===== config.mk =====
export PLATFORM = sky130hd
export DESIGN_NAME = instruction_fetch
export DESIGN_NICKNAME = d
export VERILOG_FILES = /design/src/rtl/instruction_fetch.sv
export SDC_FILE = /design/constraint.sdc
export NUM_CORES = 1
export LEC_CHECK = 0
export BUFFER_PORTS_ARGS = -buffer_cell sky130_fd_sc_hd__buf_2
export CORE_ASPECT_RATIO = 0.6
export CORE_MARGIN = 3
export CORE_UTILIZATION = 30
export CTS_CLUSTER_DIAMETER = 30
export CTS_CLUSTER_SIZE = 28
export DETAILED_ROUTE_END_ITERATION = 7
export HOLD_SLACK_MARGIN = 0.02
export SYNTH_ARGS = -nofsm -noshare
export SYNTH_HDL_FRONTEND = slang
export SYNTH_SLANG_ARGS = --single-unit
export TNS_END_PERCENT = 100

===== constraint.sdc =====
create_clock -name clk -period 2.5 [get_ports clk]
set_clock_uncertainty 0.1 [all_clocks]
set_input_delay 0.125 -clock clk [delete_from_list [all_inputs] [get_ports clk]]
set_output_delay 0.125 -clock clk [all_outputs]
set_load 0.005 [all_outputs]

===== src/rtl/instruction_fetch.sv =====
// instruction_fetch: fetch stage of the rv32i pipeline.
// Holds the PC, addresses the combinational instruction memory and captures
// the returned word, its PC and PC+4 into the IF/ID register. Supports
// hazard stall, EX-resolved redirect and a halt-on-zero-word policy.
//
// Flow semantics: if_id_valid marks IF/ID as holding a real instruction.
// Downstream back-pressure is the stall input. While stall is high and no
// redirect is present, IF/ID, the PC and the state hold unchanged, so an
// instruction is neither dropped nor duplicated. A redirect always wins
// over stall and replaces IF/ID with a bubble (valid=0, instr=addi x0,x0,0).
module instruction_fetch #(
    parameter logic [31:0] RESET_PC     = 32'h0000_0000,
    parameter int          IMEM_AW      = 10,
    parameter bit          HALT_ON_ZERO = 1'b1
) (
    input  logic               clk,
    input  logic               r,
    input  logic               stall,
    input  logic               redirect,
    input  logic [31:0]        redirect_pc,
    output logic [IMEM_AW-1:0] imem_addr,
    input  logic [31:0]        imem_instr,
    output logic [31:0]        if_id_pc,
    output logic [31:0]        if_id_pc4,
    output logic [31:0]        if_id_instr,
    output logic               if_id_valid,
    output logic               halted
);

    localparam logic [31:0] NOP_INSTR = 32'h0000_0013;

    typedef enum logic {
        RUN  = 1'b0,
        HALT = 1'b1
    } state_t;

    state_t      state;
    state_t      next_state;
    logic [31:0] pc;
    logic [31:0] pc_plus4;
    logic        zero_hit;

    assign pc_plus4  = pc + 32'd4;
    assign imem_addr = pc[IMEM_AW+1:2];
    assign zero_hit  = HALT_ON_ZERO && (imem_instr == 32'h0000_0000);

    // State register: reset forces RUN.
    always_ff @(posedge clk) begin
        if (r) begin
            state <= RUN;
        end else begin
            state <= next_state;
        end
    end

    // Next-state logic: redirect > stall > zero-word halt detection.
    always_comb begin
        next_state = state;
        if (redirect) begin
            next_state = RUN;
        end else if (stall) begin
            next_state = state;
        end else if (state == RUN && zero_hit) begin
            next_state = HALT;
        end
    end

    // Output logic: halted mirrors the HALT state.
    always_comb begin
        halted = 1'b0;
        if (state == HALT) begin
            halted = 1'b1;
        end
    end

    // PC and IF/ID register: r > redirect > stall > halt/zero bubble > normal.
    always_ff @(posedge clk) begin
        if (r) begin
            pc          <= RESET_PC;
            if_id_pc    <= 32'h0000_0000;
            if_id_pc4   <= 32'h0000_0000;
            if_id_instr <= NOP_INSTR;
            if_id_valid <= 1'b0;
        end else if (redirect) begin
            pc          <= {redirect_pc[31:2], 2'b00};
            if_id_instr <= NOP_INSTR;
            if_id_valid <= 1'b0;
        end else if (stall) begin
            pc          <= pc;
            if_id_valid <= if_id_valid;
        end else if (state == HALT || zero_hit) begin
            // PC parks on the zero word; only redirect or reset moves it.
            if_id_instr <= NOP_INSTR;
            if_id_valid <= 1'b0;
        end else begin
            if_id_pc    <= pc;
            if_id_pc4   <= pc_plus4;
            if_id_instr <= imem_instr;
            if_id_valid <= 1'b1;
            pc          <= pc_plus4;
        end
    end

endmodule

# Word-level counts from Yosys, hierarchy flattened
# Cells that the tools add are included.
# totals
elab_cells	28
register_bits	130
output_inout_bits	108
# classes
n_bitwise	4
eq_ne	2
n_mux	6
n_addsub	1
n_reduce_logical	8
# ops
cell	n
two-way mux 32 bit	4
adder 32 x 3 -> 32 bit (second input constant)	1
zero test 32 bit	1
AND reduction 2 bit	3
inverter 1 bit	4
AND reduction 3 bit	1
two-way mux 1 bit	2
inequality test 2 x 1 -> 1 bit (second input constant)	1
inequality test 2 bit (second input constant)	1
OR reduction 2 bit	1
logical AND 1 bit	1
logical OR 1 bit	1

# Longest topological paths before layout
# Gate-level depths: netlist of the first run.
# depth
depth_word	5
depth_mapped	7
depth_no_buf	6

# Least setup slack after synthesis of the first run
# No wires, ideal clock.
# synth_timing
kind	register to register
start	register pc[2]
end	register if_id_pc4[20]
path_stages_with_launch	7
setup_slack_ps	462
path_buffers	0
t_arrival_ps	1806
cell_sequence	dfxtp_1 > ha_1 > nand3_1 > or4_1 > nor3_1 > xnor2_1 > a21oi_1
# synth_via
elab_chain_cells	1
# synth_lines
item	line	text
from (decl)	39	logic [31:0] pc;
from (signal assigned)	85	pc <= {redirect_pc[31:2], 2'b00};
from (signal assigned)	89	pc <= pc;
from (signal assigned)	100	pc <= pc_plus4;
adder 32 x 3 -> 32 bit	43	assign pc_plus4 = pc + 32'd4;
to (signal assigned)	97	if_id_pc4 <= pc_plus4;
to (decl)	24	output logic [31:0] if_id_pc4,
# Every way passes these cells.
# A chain may end at the register's enable or synchronous reset.

# Worst setup path after layout of the first run
# layout_timing
start	input port imem_instr[11]
end	register pc[9]
# layout_via
elab_chain_cells	4
# layout_lines
item	line	text
from (decl)	22	input logic [31:0] imem_instr,
zero test 32 bit	45	assign zero_hit = HALT_ON_ZERO && (imem_instr == 32'h0000_0000);
logical OR 1 bit	91	end else if (state == HALT || zero_hit) begin
inequality test 2 bit (no source line)	--	
AND reduction 2 bit (no source line)	--	
# Every way passes these cells.

==> results of run 1 <==
## per-layer routing
metal	up-vias	wire [um]	global-route usage, %
met2	213	7740	25.9
met3	26	1270	3.54
met4	0	280	6.59
met1	2611	9650	28.2
li1	2795	-	-
met5	-	0	0
## metrics by stage
step / setup slack, ps / total power, mW / std cells
2_1_floorplan: 462 / 2.49 / 657
3_3_place_gp: 326 / 2.72 / 1028
3_5_place_dp: 313 / 2.73 / 1028
4_1_cts: 208 / 5.27 / 1125
5_1_grt: 3.99 / 5.45 / 1125
6_report: 145 / 5.23 / 1125
## worst register-to-register path: stages (launching register included)
cell and delay (ps):
dfxtp_1 490, nand3_1 300, buf_4 230, nor4_1 460, o211ai_1 180, xor2_1 180, a211oi_1 220
## cell families after synthesis
logic type / synth area share, %
simple gates: 21.6
compound gates: 20.8
flops: 45.0
buf+inv: 6.85
xor+xnor: 5.40
fa+ha+maj: 0.227
other cells: 0.0680
## synth_stat cells, types with 10 or more instances
cell type	n	share of area, %
buf_4	14	1.9
clkbuf_1	37	2.5
a21oi_1	45	4.1
inv_1	11	0.75
buf_2	10	0.91
a211oi_1	26	3.5
a22oi_1	29	3.9
nor4_1	11	1.2
xnor2_1	13	2.1
nand3_1	17	1.5
dfxtp_1	124	45
nand2_1	82	5.6
xor2_1	21	3.3
nor2_1	74	5.0
a311oi_1	12	1.9
or3_1	10	1.1
and4_1	10	1.6
o21ai_0	26	2.4
## worst min-delay path by stage
stage,from,endpoint,cells after the start
after floorplan,redirect_pc[29],pc[29],1
after global placement,redirect_pc[29],pc[29],2
after detailed placement,redirect_pc[29],pc[29],2
after CTS,redirect,pc[28],3
after global routing,stall,state,4
final,redirect,pc[28],3
## layout by cell type, fill, tap and decap left out, drive strengths merged, types with 10 or more instances in the layout
cell / Yosys / final
a211oi: 26 / 26
a21oi: 45 / 45
a22oi: 29 / 29
a311oi: 12 / 12
and4: 10 / 10
buf: 29 / 204
clkbuf: 38 / 17
dfxtp: 124 / 124
dlygate4sd3: 0 / 65
inv: 11 / 16
nand2: 83 / 83
nand3: 19 / 19
nor2: 75 / 75
nor4: 12 / 12
o21ai: 27 / 27
or3: 10 / 10
xnor2: 13 / 13
xor2: 21 / 21
## what timing repair did
action	in CTS	in global routing
setup buffers	0	0
hold buffers	65	0
hold endpoints to repair	62	0
## registers in the layout (all words and copies together), names as in the netlist
register     flops
if_id_valid      1
if_id_instr     32
pc              30
state            1
if_id_pc4       30
if_id_pc        30
## cell type report
class | count | area [um2] | share of cell area [%]
inverter | 12 | 45.0 | 0.572
timing repair buffer | 269 | 1770 | 22.5
sequential | 124 | 2480 | 31.5
clock inverter | 15 | 161 | 2.05
multi-input combinational | 454 | 2690 | 34.2
clock buffer | 17 | 425 | 5.41
tap | 234 | 293 | 3.72
## power by group through the flow
stage	Combinational [mW]	Clock [mW]	Sequential, mW
2_1_floorplan	0.303	0	2.18
6_report	0.607	2.46	2.16
4_1_cts	0.607	2.51	2.16
3_3_place_gp	0.526	0	2.20
3_5_place_dp	0.527	0	2.20
5_1_grt	0.671	2.61	2.17
==> impl_metrics.json, run 1 <==
{
  "place_area_um2": 6630,
  "critPathKind": "primary input to flip-flop",
  "end_kind": "flip-flop",
  "port_buffers": 169,
  "power_density_nw_per_um2": 665,
  "path_depth": 7,
  "synth_cell_type_count": 53,
  "ys_seq_elements": 124,
  "rows": 37,
  "p_clk_share_pct": 47.1,
  "clk_path_buf_depth": 2,
  "clk-insertion-delay-late_ps": 420,
  "critical_path.max_stage_delay_ps": 550,
  "intPower_mw": 3.84,
  "cp_max_fo": 13,
  "p_comb_share_pct": 11.6,
  "vias": 5645,
  "core_um2": 17600,
  "cts_tree": "yes",
  "rsz0062_at_grt": "no",
  "cp_data_required_time_ps": 2670,
  "tns_ps": 0,
  "reg2reg_depth": 6,
  "synthCells": 654,
  "fin_crit_sh_pct": 94.2,
  "hp-class": "primary input to flip-flop",
  "drc": 0,
  "worst_slew_pin_slew_ps": 633,
  "synth_area_um2": 5510,
  "crit_top_cell": "and4_1",
  "design_area_um2": 7870,
  "peakVddDrop_mv": 0.411,
  "crit_path_end": "pc[9]",
  "place_hpwl_mm": 13.1,
  "drt_iter0_markers": 397,
  "timing_hold_violations_final": 0,
  "whs_ps": 60.1,
  "drive_gt1_share_pct": 27.9,
  "fin_util_pct": 44.7,
  "maxSlewHeadroom_pct": 57.5,
  "fin_nets": 947,
  "cts_sinks": 124,
  "yosys_warnings": 0,
  "r2r_slack_ps": 260,
  "grt_pass1_vias": 5375,
  "netSwitchingFraction_pct": 26.5,
  "cp_top_family": "simple AND/OR/NAND/NOR gates",
  "initial_core_util_pct": 31.3,
  "h-tree-depth": 4,
  "die_h_um": 111,
  "antenna_found_initial": 0,
  "power_frac_seq_pct": 41.3,
  "syn_avg_cell_area_um2": 8.43,
  "routedWlPerCell_um": 16.8,
  "wl_mm": 18.9,
  "area_growth_pct": 42.7,
  "globalRouteOverflowTotal": 0,
  "async_flop_share_pct": 0,
  "drtAntennaViolNets": 0,
  "grt_first_pass_wirelength_mm": 29.8,
  "gp_congestion": 0.805,
  "cts_buffers": 17,
  "p_leak_nw": 3.26,
  "r2r_start": "pc[5]",
  "drv_slew": 0,
  "p_switching_mw": 1.39,
  "start_kind": "primary input",
  "ios": 176,
  "startpoint": "imem_instr[11]",
  "die_w_um": 181,
  "grt_max_degree": 46,
  "maxCapViolations": 0,
  "fillers": 1726,
  "cts_root_buf": "clkbuf_16",
  "synth-edff-count": 0,
  "grt_usage_pct": 18.6,
  "cp.arrival_ps": 2530,
  "clkTransAtPathRegs_ps": 60,
  "viasPerCell": 5.02,
  "crit_buf_inv": 2,
  "layout_min_cycle_time_ps": 2350,
  "rr_endpoint": "pc[14]",
  "setup_viol": 0,
  "post_cts_resized": 0,
  "dr.pass1.iters": 5,
  "seq_area_frac_synth_pct": 45.0,
  "cpMaxStageDelayCell": "dlygate4sd3_1",
  "status": "completed",
  "synthFlopType": "dfxtp_1",
  "diodes": 0,
  "fmax_ghz": 0.425,
  "crit_chain": "dlygate4sd3_1 -> buf_2 -> nor4_1 -> and4_1 -> a21boi_4 -> and4_1 -> a2111oi_0",
  "fp.dieArea_um2": 20100
}
Note: power is estimated with default switching activity, not from simulation.
==> run 2, diff against run 1 <==
- ABC_AREA: not set -> 1
==> run 2 against run 1 <==
Non-clock buffer count is 25 lower. Highest routed layer unchanged. Final area up 4.4%. Largest power group unchanged. Worst hold slack better by 39 ps. Worst setup slack improved by 340 ps. Synthesized cell count grew 33%.
==> impl_metrics.json, run 2 <==
{
  "status": "completed",
  "synth-simple-area-share_pct": 38.1,
  "area_growth_pct": 37.3,
  "core_um2": 19300,
  "grt_max_degree": 71,
  "finalPower_mw": 5.36,
  "place_ws_ps": 564,
  "viasPerCell": 4.61,
  "clk-insertion-delay-late_ps": 420,
  "maxSlewHeadroom_pct": 60.3,
  "grt_usage_pct": 18.6,
  "syn_avg_cell_area_um2": 6.87,
  "cp_data_required_time_ps": 2750,
  "cp_max_fo": 20,
  "clk_path_buf_depth": 2,
  "grt_first_pass_wirelength_mm": 32.0,
  "clkTransAtPathRegs_ps": 60,
  "drt_iter0_markers": 439,
  "die_h_um": 115,
  "synth_top_family_by_area": "simple AND/OR/NAND/NOR gates",
  "synth_cell_type_count": 34,
  "power_density_nw_per_um2": 652,
  "drc": 0,
  "drtAntennaViolNets": 0,
  "multiInputGateArea_um2": 3060,
  "ctsHoldBuffers": 62,
  "drv_slew": 0,
  "place_hpwl_mm": 14.2,
  "start_kind": "primary input",
  "h-tree-depth": 4,
  "fillers": 2012,
  "ios": 176,
  "globalRouteOverflowTotal": 0,
  "antenna_found_initial": 0,
  "yosys.area_share.adder_pct": 0.209,
  "r2r_start": "pc[2]",
  "largest-register": "if_id_instr",
  "worst_slew_pin_slew_ps": 596,
  "drive_gt1_share_pct": 23.3,
  "worstHoldStart": "r",
  "yosys_warnings": 0,
  "gp_congestion": 0.886,
  "startpoint": "imem_instr[14]",
  "fmax_ghz": 0.497,
  "synth_most_common_cell": "nand2_1",
  "synth.top_cells.by_area": "dfxtp_1, nand2_1, a21oi_1",
  "dr.pass1.iters": 5,
  "synth_xor_area_share_pct": 1.32,
  "ff_latch_area_um2": 2480,
  "setup_viol": 0,
  "rsz0062_at_grt": "no",
  "layout_min_cycle_time_ps": 2010,
  "synth-edff-count": 0,
  "synth.cells.most_frequent": "nand2_1, dfxtp_1, a21oi_1, nor2_1, nand3_1",
  "hp-class": "primary input to flip-flop",
  "grt_pass1_vias": 5796,
  "layout_commonest_cell": "nand2_1",
  "end_kind": "flip-flop",
  "largest_reg_flops": 32,
  "synth_top_area_share_pct": 41.5,
  "routedWlPerCell_um": 15.0,
  "port_buffers": 169,
  "cts_root_buf": "clkbuf_16",
  "mostFrequentLayoutCells": "nand2_1, buf_2, dfxtp_1, a21oi_1, nor2_1",
  "tns_ps": 0,
  "synthFlopType": "dfxtp_1",
  "cts_setup_buffers": 0,
  "muxShareOfSynthArea_pct": 0,
  "fin_nets": 1142,
  "yosys.area.top_type": "dfxtp_1",
  "fp.dieArea_um2": 21700,
  "fin_ws_ps": 487,
  "p_leak_nw": 3.64,
  "maxCapViolations": 0,
  "synthCells": 871,
  "cts_sinks": 124,
  "critPathKind": "primary input to flip-flop",
  "post_cts_resized": 0,
  "timing_hold_violations_final": 0,
  "vias": 6229,
  "cts_buffers": 17,
  "diodes": 0,
  "peakVddDrop_mv": 0.517,
  "fin_crit_sh_pct": 80.5,
  "ys_seq_elements": 124,
  "async_flop_share_pct": 0,
  "rows": 39,
  "wl_mm": 20.3,
  "seq_area_frac_synth_pct": 41.5,
  "cts_tree": "yes",
  "initial_core_util_pct": 31.0,
  "synth_area_um2": 5980,
  "synth_compound_area_share_pct": 11.1,
  "die_w_um": 188,
  "cp.arrival_ps": 2260
}
run 2: cell types whose count changed after synthesis, moves of 26 or more:
cell / change
nand2_1: +235
a21oi_1: +64
nand3_1: +52
a22oi_1: -29
a211oi_1: -26
run 2: critical path, cell delays in order:
cell,delay (ps)
dlygate4sd3_1,540
buf_2,130
nor2_1,110
nand2_1,60
nor2_1,210
nand2_1,160
nor2_4,170
nor2_8,60
nor2_4,410
nand2_1,120
a21oi_1,160
run 2: area by class of cell:
cell class                 instances  share of cell area, %
sequential                       124                   30.2
inverter                          32                   1.46
multi-input combinational        654                   37.2
timing repair buffer             244                   19.3
clock inverter                    14                   2.38
clock buffer                      18                   5.34
tap                              266                   4.05
run 2: per-stage QoR:
| stage | utilization (%) | hold slack, ps | area (um2) | cells |
|---|---|---|---|---|
| 2_1_floorplan | - | 153 | 6000 | 874 |
| 6_report | 42.6 | 99.2 | 8220 | 1352 |
| 4_1_cts | 42.6 | 93.2 | 8220 | 1352 |
| 3_3_place_gp | 36.1 | 253 | 6960 | 1258 |
| 5_1_grt | 42.6 | 127 | 8220 | 1352 |
| 3_5_place_dp | 36.1 | 258 | 6960 | 1258 |
run 2: cell families (layout without fill, tap and decap cells):
logic type      after synthesis  after routing
xor+xnor                      9              9
other cells                   1              4
flops                       124            124
fa+ha+maj                     1              1
buf+inv                      96            308
simple gates                512            512
compound gates              128            128
run 2: path summary, 6_finish.rpt:
check | endpoint | slack [ps] | cells after the start
worst max-delay path | pc[12] | 490 | 11
worst min-delay path | pc[31] | 100 | 2
worst max register to register | if_id_pc4[24] | 500 | 9
worst min register to register | if_id_instr[5] | 350 | 2
run 2: power by group:
| group | switching [mW] | internal [mW] |
|---|---|---|
| registers | 0.0713 | 2.05 |
| clock network | 0.991 | 1.70 |
| logic | 0.311 | 0.239 |
run 2: metal layers:
layer  wire (um)  GRT usage [%]  vias to the layer above
met5           0              0                        -
met4         117           3.97                        0
met3        1340           5.03                       10
met2        8040           25.5                      177
met1       10800           28.8                     2853
li1            -              -                     3189
==> run 3, diff against run 2 <==
- ABC_AREA: 1 -> 0
- clock period: 2.5 -> 2 ns (I/O delays scaled with it)
==> run 3 against run 2 <==
Register-to-register slack got worse by 470 ps. Highest routed layer unchanged. Critical path type unchanged. Worst hold slack got worse by 36 ps. Cell count decreased by 14%. Sequential share of layout area decreased by 0.93 points. Sequential cell count unchanged. Non-clock buffer count increased by 67. Power increased by 30%. Combinational power increased by 58%. Utilization increased by 5.6 points. Clock power increased by 27%. Routed wire length decreased by 1.6%. Global-route usage increased by 0.39 points.
==> impl_metrics.json, run 3 (synthesis gave the netlist of run 1 again) <==
{
  "hold_end": "if_id_instr[0]",
  "fp.dieArea_um2": 20100,
  "largest_reg_flops": 32,
  "maxCapViolations": 0,
  "reg2reg_depth": 5,
  "cp.arrival_ps": 2230,
  "grt_pass1_vias": 5622,
  "peakVddDrop_mv": 0.611,
  "grt_max_degree": 75,
  "layout_commonest_cell": "buf_2",
  "globalRouteOverflowTotal": 0,
  "core_um2": 17600,
  "dr.pass1.iters": 5,
  "clk_path_buf_depth": 2,
  "crit_chain": "dlygate4sd3_1 -> buf_6 -> nor4_4 -> nand4_1 -> o21ai_4 -> buf_4 -> clkbuf_16 -> or4_1 -> a311oi_2",
  "cp_max_fo": 14,
  "cp_data_required_time_ps": 2230,
  "cts_tree": "yes",
  "vias": 5927,
  "grt_usage_pct": 19.0,
  "initial_core_util_pct": 31.3,
  "place_area_um2": 6940,
  "holdPathStages": 4,
  "finalPower_mw": 6.98,
  "startpoint": "imem_instr[2]",
  "design_area_um2": 8490,
  "end_kind": "flip-flop",
  "fin_crit_sh_pct": 99.9,
  "layout_min_cycle_time_ps": 2000,
  "cpMaxStageDelayCell": "dlygate4sd3_1",
  "grt_first_pass_wirelength_mm": 30.8,
  "viasPerCell": 5.08,
  "status": "completed",
  "power_density_nw_per_um2": 822,
  "routedWlPerCell_um": 17.1,
  "worstHoldStart": "imem_instr[0]",
  "critical_path.max_stage_delay_ps": 570,
  "h-tree-depth": 4,
  "cts_buffers": 17,
  "fin_nets": 989,
  "critPathKind": "primary input to flip-flop",
  "ios": 176,
  "r2r_slack_ps": 30,
  "r2r_start": "pc[18]",
  "drt_iter0_markers": 335,
  "timing_hold_violations_final": 0,
  "drv_slew": 0,
  "clk-insertion-delay-late_ps": 420,
  "die_h_um": 111,
  "clkTransAtPathRegs_ps": 60,
  "antenna_found_initial": 0,
  "p_leak_nw": 3.56,
  "setup_viol": 0,
  "mostFrequentLayoutCells": "buf_2, dfxtp_1, nand2_1, nor2_1, buf_4",
  "largest-register": "if_id_instr",
  "diodes": 0,
  "place_ws_ps": -230,
  "drtAntennaViolNets": 0,
  "drive_gt1_share_pct": 34.0,
  "die_w_um": 181,
  "rsz0062_at_grt": "yes",
  "area_growth_pct": 54.0,
  "rows": 37,
  "cts_root_buf": "clkbuf_16",
  "wl_mm": 20.0,
  "start_kind": "primary input",
  "drc": 0,
  "port_buffers": 169,
  "fin_ws_ps": 1.44,
  "hp-class": "primary input to flip-flop",
  "gp_congestion": 0.844,
  "rr_endpoint": "pc[29]",
  "fmax_ghz": 0.500,
  "cts_sinks": 124,
  "place_hpwl_mm": 13.6
}
==> run 3: cell count changes in the layout (fill, tap and decap cells not counted), sizes merged, moves of 12 or more <==
cell,previous run,this run
a211oi,0,26
inv,32,12
nand3,71,19
xor2,4,21
a21oi,111,45
o21ai,10,27
a311oi,0,12
nor4,0,12
nor2,94,75
nand2,326,83
buf,182,246
a22oi,0,29
==> run 3: what timing repair did <==
item	in CTS	in global routing
hold buffers	64	0
pin swaps	3	9
endpoints found under the setup margin	5	79
gates cloned	0	1
setup buffers	0	5
resized for setup	5	41
hold endpoints to repair	63	0
==> run 3: per-stage QoR <==
step | cells | util, % | hold slack, ps | TNS [ps]
final | 1166 | 48.3 | 62.9 | 0
after global routing | 1166 | 48.3 | 90.7 | -736
after CTS | 1160 | 46.9 | 88.9 | 0
after detailed placement | 1065 | 39.4 | 226 | -411
after global placement | 1065 | 39.4 | 220 | -736
after floorplan | 657 | - | 133 | -8.13
==> run 3: power breakdown <==
group          internal (mW)  total [mW]  switching, mW  leakage (nW)
Combinational          0.419       0.868          0.449          2.24
Clock                   2.21        3.42           1.21         0.302
Sequential              2.59        2.69         0.0920          1.02
Total                   5.22        6.98           1.75          3.56
==> run 3: final cells by class <==
class | instances | area (um2)
fillers | 1743 | 9100
clock inverters | 14 | 220
flip-flops and latches | 124 | 2490
multi-input cells | 454 | 2850
clock buffers | 17 | 425
inverters | 12 | 45.0
well taps | 234 | 293
repair buffers | 311 | 2170
==> run 3: worst max-delay path, delay by kind of cell <==
kind,cells,cell delay [ps]
buffers and inverters,4,1020
AND/OR/NAND/NOR,3,760
AO/OA/AOI/OAI,2,350
==> run 3: worst max-delay path by stage <==
stage | endpoint | slack (ps)
6_report | pc[20] | 1
5_1_grt | pc[7] | -100
4_1_cts | pc[28] | 2
3_5_place_dp | pc[13] | -230
3_3_place_gp | pc[13] | -200
2_1_floorplan | pc[25] | -8
==> run 3: metal layers <==
layer  wire [um]  GRT usage [%]  vias up
li1            -              -     2874
met1       10000           28.2     2809
met2        8180           27.1      229
met3        1590           5.41       15
met4         174           4.26        0
met5           0              0        -
